### src/rtl/instrumented_adder_pkg.sv
// rtl/instrumented_adder_pkg.sv - shared state encoding and default sizes for the adder measurement controller
package instrumented_adder_pkg;

  typedef enum logic [1:0] {
    ST_IDLE   = 2'd0,
    ST_SETTLE = 2'd1,
    ST_COUNT  = 2'd2,
    ST_DONE   = 2'd3
  } meas_state_e;

  localparam int DEF_WIDTH       = 32;
  localparam int DEF_NCH         = 2;
  localparam int DEF_CNT_WIDTH   = 24;
  localparam int DEF_SETTLE      = 4;
  localparam int DEF_SYNC_STAGES = 2;

  // Channel-select width, never narrower than one bit.
  function automatic int sel_width(input int nch);
    return (nch > 1) ? $clog2(nch) : 1;
  endfunction

endpackage

### src/rtl/ring_edge_sync.sv
// rtl/ring_edge_sync.sv - multi-flop synchroniser for one asynchronous ring output plus rising-edge pulse
module ring_edge_sync
  import instrumented_adder_pkg::*;
#(
  parameter int SYNC_STAGES = DEF_SYNC_STAGES
) (
  input  logic clk_i,
  input  logic rst_i,
  input  logic ring_i,
  output logic rise_o
);

  logic [SYNC_STAGES-1:0] sync_q;
  logic                   last_q;

  always_ff @(posedge clk_i or posedge rst_i) begin
    if (rst_i) begin
      sync_q <= '0;
      last_q <= 1'b0;
    end else begin
      sync_q <= {sync_q[SYNC_STAGES-2:0], ring_i};
      last_q <= sync_q[SYNC_STAGES-1];
    end
  end

  assign rise_o = sync_q[SYNC_STAGES-1] & ~last_q;

endmodule

### src/rtl/instrumented_adder_ctrl.sv
// rtl/instrumented_adder_ctrl.sv - selects an adder channel, closes its ring loop and counts ring edges over a window
module instrumented_adder_ctrl
  import instrumented_adder_pkg::*;
#(
  parameter int WIDTH       = DEF_WIDTH,
  parameter int NCH         = DEF_NCH,
  parameter int CNT_WIDTH   = DEF_CNT_WIDTH,
  parameter int SETTLE      = DEF_SETTLE,
  parameter int SYNC_STAGES = DEF_SYNC_STAGES
) (
  input  logic                      wb_clk_i,
  input  logic                      wb_rst_i,
  input  logic                      start,
  input  logic                      abort,
  input  logic [sel_width(NCH)-1:0] chan_sel,
  input  logic [WIDTH-1:0]          a_in,
  input  logic [WIDTH-1:0]          b_in,
  input  logic [CNT_WIDTH-1:0]      window_len,
  input  logic [NCH-1:0]            ring_in,
  input  logic [WIDTH-1:0]          s_in,
  output logic [WIDTH-1:0]          a_out,
  output logic [WIDTH-1:0]          b_out,
  output logic [NCH-1:0]            ring_en,
  output logic                      busy,
  output logic                      done,
  output logic [CNT_WIDTH-1:0]      count,
  output logic [WIDTH-1:0]          sum_out,
  output logic                      overflow
);

  localparam int                   CW      = sel_width(NCH);
  localparam logic [CNT_WIDTH-1:0] CNT_MAX = '1;
  localparam logic [CNT_WIDTH-1:0] CNT_ONE = CNT_WIDTH'(1);

  meas_state_e          state_q;
  logic [WIDTH-1:0]     a_q, b_q, sum_q;
  logic [NCH-1:0]       ring_en_q, onehot_d, rise;
  logic [CNT_WIDTH-1:0] win_len_q, timer_q, work_q, work_d, count_q;
  logic                 ovf_work_q, ovf_work_d, overflow_q, done_q;
  logic                 sel_rise;

  for (genvar i = 0; i < NCH; i++) begin : g_sync
    ring_edge_sync #(.SYNC_STAGES(SYNC_STAGES)) u_sync (
      .clk_i  (wb_clk_i),
      .rst_i  (wb_rst_i),
      .ring_i (ring_in[i]),
      .rise_o (rise[i])
    );
  end

  // The enabled ring is the measured one, so an out-of-range channel never counts.
  assign sel_rise = |(rise & ring_en_q);

  always_comb begin
    onehot_d = '0;
    for (int i = 0; i < NCH; i++) begin
      if (chan_sel == CW'(i)) onehot_d[i] = 1'b1;
    end
  end

  // Saturating counter; reaching all-ones already flags the result as unreliable.
  always_comb begin
    work_d     = work_q;
    ovf_work_d = ovf_work_q;
    if (sel_rise) begin
      if (work_q != CNT_MAX) work_d = work_q + CNT_ONE;
      if (work_d == CNT_MAX) ovf_work_d = 1'b1;
    end
  end

  always_ff @(posedge wb_clk_i or posedge wb_rst_i) begin
    if (wb_rst_i) begin
      state_q    <= ST_IDLE;
      a_q        <= '0;
      b_q        <= '0;
      sum_q      <= '0;
      ring_en_q  <= '0;
      win_len_q  <= '0;
      timer_q    <= '0;
      work_q     <= '0;
      count_q    <= '0;
      ovf_work_q <= 1'b0;
      overflow_q <= 1'b0;
      done_q     <= 1'b0;
    end else begin
      done_q <= 1'b0;
      if (abort && state_q != ST_IDLE) begin
        state_q   <= ST_IDLE;
        ring_en_q <= '0;
      end else begin
        case (state_q)
          ST_IDLE: begin
            if (start && !abort) begin
              a_q        <= a_in;
              b_q        <= b_in;
              win_len_q  <= window_len;
              ring_en_q  <= onehot_d;
              timer_q    <= CNT_WIDTH'(SETTLE - 1);
              work_q     <= '0;
              ovf_work_q <= 1'b0;
              state_q    <= ST_SETTLE;
            end
          end
          ST_SETTLE: begin
            if (timer_q != '0) begin
              timer_q <= timer_q - CNT_ONE;
            end else if (win_len_q == '0) begin
              count_q    <= work_q;
              overflow_q <= ovf_work_q;
              sum_q      <= s_in;
              done_q     <= 1'b1;
              ring_en_q  <= '0;
              state_q    <= ST_DONE;
            end else begin
              timer_q <= win_len_q - CNT_ONE;
              state_q <= ST_COUNT;
            end
          end
          ST_COUNT: begin
            work_q     <= work_d;
            ovf_work_q <= ovf_work_d;
            if (timer_q != '0) begin
              timer_q <= timer_q - CNT_ONE;
            end else begin
              count_q    <= work_d;
              overflow_q <= ovf_work_d;
              sum_q      <= s_in;
              done_q     <= 1'b1;
              ring_en_q  <= '0;
              state_q    <= ST_DONE;
            end
          end
          ST_DONE: state_q <= ST_IDLE;
          default: state_q <= ST_IDLE;
        endcase
      end
    end
  end

  assign a_out    = a_q;
  assign b_out    = b_q;
  assign ring_en  = ring_en_q;
  assign busy     = (state_q != ST_IDLE);
  assign done     = done_q;
  assign count    = count_q;
  assign sum_out  = sum_q;
  assign overflow = overflow_q;

endmodule

### config.mk
export PLATFORM = sky130hd
export DESIGN_NAME = instrumented_adder_ctrl
export DESIGN_NICKNAME = d
export VERILOG_FILES = /design/src/rtl/instrumented_adder_pkg.sv /design/src/rtl/ring_edge_sync.sv /design/src/rtl/instrumented_adder_ctrl.sv
export SDC_FILE = /design/constraint.sdc
export NUM_CORES = 1
export LEC_CHECK = 0
export BUFFER_PORTS_ARGS = -buffer_cell sky130_fd_sc_hd__buf_2
export CORE_MARGIN = 3
export CORE_UTILIZATION = 58
export DETAILED_ROUTE_END_ITERATION = 8
export GPL_TIMING_DRIVEN = 1
export HOLD_SLACK_MARGIN = 0.1
export PLACE_DENSITY = 0.89
export SLEW_MARGIN = 20
export SYNTH_ARGS = -nofsm -noshare
export SYNTH_HDL_FRONTEND = slang
export SYNTH_SLANG_ARGS = --single-unit
### constraint.sdc
create_clock -name wb_clk_i -period 14.1 [get_ports wb_clk_i]
set_clock_uncertainty 0.05 [all_clocks]
set_input_delay 3.525 -clock wb_clk_i [delete_from_list [all_inputs] [get_ports wb_clk_i]]
set_output_delay 3.525 -clock wb_clk_i [all_outputs]
set_load 0.02 [all_outputs]
==> results.json <==
{
  "path_buf_inv": 3,
  "internal_power_mw": 1.463,
  "finalPower_mw": 2.381,
  "dieArea_sq_um": 18760,
  "crit_fanout": 6,
  "synth_top_cell_by_area": "dfrtp_1",
  "slew_headroom_pct": 31.57,
  "drt-wirelength-per-cell_microns": 18.88,
  "synth_edf_count": 0,
  "antenna_found_initial": 2,
  "syn_area_sq_um": 9951,
  "dp_hpwl_mm": 18.45,
  "cap_violations": 0,
  "wl_met3_mm": 2.392,
  "reg2reg_slack_ps": 10490,
  "drc": 0,
  "hold_depth": 0,
  "rsz0062_at_grt": "no",
  "clk_path_buf_depth": 3,
  "synthesis.nets": 1059,
  "tns_ps": 0,
  "dr_wl_met2_mm": 13.00,
  "drive_gt1_share_pct": 36.94,
  "reg2regPathDepth": 6,
  "worstSetupEndpoint": "busy",
  "synthTopCellsByArea": "dfrtp_1 (52%), mux2_2 (13%), o21ai_0 (3.9%)",
  "pwr_density_cell_nw_per_um2": 198.6,
  "r2r_end": "timer_q[3]",
  "yosys_warnings": 0,
  "core_sq_um": 16700,
  "tightest_slew_ps": 1026,
  "critPathRequiredTime_ps": 10520,
  "finalSetupViolations": 0,
  "grt_overflow": 0,
  "drt-total-wl_mm": 26.15,
  "cts.sinks": 205,
  "sw_frac_of_total_pct": 38.55,
  "die_h_microns": 137.0,
  "crit_top_cell": "inv_1",
  "cp_slowest_cell": "dfrtp_1",
  "final_nets": 1283,
  "fin_util_pct": 71.78,
  "pwr-share-seq_pct": 38.6,
  "gp_congestion": 0.9367,
  "clock_latency_ps": 500,
  "cp_cell_sequence": "inv_1 -> ha_1 -> inv_1 -> buf_2",
  "power_frac_comb_pct": 37.6,
  "grt_pass1_vias": 8204,
  "cts_made_buffers": 22,
  "cts_root_buf": "clkbuf_16",
  "clockPowerShare_pct": 23.9,
  "synth.distinct_cells": 73,
  "grt_max_degree": 125,
  "synthCells": 925,
  "cp_slowest_stage_delay_ps": 420,
  "fin_ws_ps": 8837,
  "crit_type": "flop to output pin",
  "status": "complete, no violations",
  "p_leak_nw": 5.560,
  "area_growth_pct": 20.47,
  "synthTopCellsByCount": "dfrtp_1 (205), mux2_2 (119), o21ai_0 (77)",
  "cts_tree": "yes",
  "synth_top_cell_area_share_pct": 51.55,
  "portBuffers": 251,
  "io_pins": 252,
  "cp-start-kind": "flop",
  "max_freq_ghz": 0.1900,
  "cp-startpoint": "state_q[1]",
  "cts-htree-levels": 1,
  "synth_seq_cells": 205,
  "highest_layer": "met5",
  "grt_first_pass_wirelength_mm": 40.74,
  "crit_arrival_ps": 1690,
  "yosysMostFrequentCell": "dfrtp_1",
  "drt-pass1-iter-count": 5,
  "worst-path-stages": 4,
  "period_share_pct": 37.33,
  "dpl-instance-area_sq_um": 11270,
  "hold_path_class": "flop to flop",
  "dp_slack_ps": 8566,
  "cts_resized": 0,
  "post_cts_buffers": 0,
  "switchingPower_uw": 917.7,
  "hold_ws_ps": 300.8,
  "core.rowCount": 47,
  "crit_family": "buffers and inverters",
  "ant_nets": 0,
  "die_w_microns": 137.0,
  "avgSynthCellArea_sq_um": 10.76,
  "via_per_inst": 5.968,
  "ctsHoldBuffers": 0,
  "postSynth.asyncResetShare_pct": 100.0,
  "vias": 8266,
  "drt_iter0_drc": 726,
  "fin_cells": 1385,
  "clk_pin_slew_ps": 60,
  "r2r_start": "win_len_q[16]",
  "yosysSeqAreaShare_pct": 51.55,
  "hold_viol_final": 0,
  "drv_slew": 0,
  "dp_cells": 1345,
  "fin_area_sq_um": 11990,
  "end_kind": "output pin",
  "synth-main-ff-cell": "dfrtp_1",
  "wl_met1_mm": 9.993,
  "fin_crit_ps": 5263,
  "vdd_ir_drop_max_uv": 160.5,
  "track_usage_pct": 26.91,
  "start_util_pct": 59.58
}
[power by group through the flow]
stage                     sequential (mW)  clock (mW)  combinational (mW)
final                               0.918       0.568               0.895
after global routing                0.940       0.599               0.965
after CTS                           0.914       0.575               0.893
after floorplan                      1.05           0               0.458
after global placement              0.907           0               0.857
after detailed placement            0.921           0               0.887
[cell families (layout without fill, tap and decap cells)]
family                   count (synthesis)  after routing  share of synthesized area [%]
AND/OR/NAND/NOR                        270            270                          14.22
multiplexers                           121            121                          13.68
other                                    0              1                              0
adder cells (fa/ha/maj)                  7              7                         0.8801
buffers and inverters                   75            314                          3.332
flip-flops                             205            205                          51.55
AO/OA/AOI/OAI                          199            199                          12.11
XOR/XNOR                                48             48                          4.225
[layer usage]
layer  GRT usage [%]  up-vias
met5               0        -
met1           33.97     3958
li1                -     3780
met4           8.481        2
met3           7.353       70
met2           45.23      456
[worst min-delay path by stage]
stage                               startpoint                          to  slack (ps)
floorplan           g_sync[0].u_sync.sync_q[0]  g_sync[0].u_sync.sync_q[1]         280
global placement    g_sync[1].u_sync.sync_q[0]  g_sync[1].u_sync.sync_q[1]         290
detailed placement  g_sync[0].u_sync.sync_q[0]  g_sync[0].u_sync.sync_q[1]         290
CTS                 g_sync[0].u_sync.sync_q[0]  g_sync[0].u_sync.sync_q[1]         300
global route        g_sync[0].u_sync.sync_q[0]  g_sync[0].u_sync.sync_q[1]         300
finish              g_sync[0].u_sync.sync_q[0]  g_sync[0].u_sync.sync_q[1]         300
[worst reg2reg max path, delay by kind of cell, from the launching register on]
| family | cells | cell delay, ps |
|---|---|---|
| DFF | 1 | 440 |
| and+or+nand+nor | 3 | 1550 |
| AOI/OAI and AO/OA | 3 | 1460 |
[placed cells by master (no fill, tap or decap), types with 8 or more instances in the layout]
cell       synthesis  layout
xor2_1            13      13
o31ai_1           10      10
mux2_2           119     119
o21ai_0           77      77
a31oi_1           15      15
nor2_1            71      70
dfrtp_1          205     205
nand4_1           10      10
xnor2_1           35      35
inv_1             20      19
nand3_1           12      11
nor4_1            16      16
or4_1              8       8
or3_1              8       8
nand2_1           75      75
a21oi_1           40      40
clkbuf_16          0      23
buf_2             10     251
nor3_1            24      24
[flip-flops by register name, summed over array words and instances (netlist names), 2 cells and up]
register	flops
work_q	24
b_out	32
timer_q	24
a_out	32
ring_en	2
state_q	2
sum_out	32
g_sync.u_sync.sync_q	4
g_sync.u_sync.last_q	2
count	24
win_len_q	24
[layout make-up]
type	count	area, sq um
Sequential cell	205	5130
Fill cell	1179	4713
Multi-Input combinational cell	645	4499
Timing Repair Buffer	255	1290
Clock buffer	33	653.1
Tap cell	220	275.3
Inverter	20	82.58
Clock inverter	6	55.05
Antenna cell	1	2.502
Power figures use the tool's default switching activity.
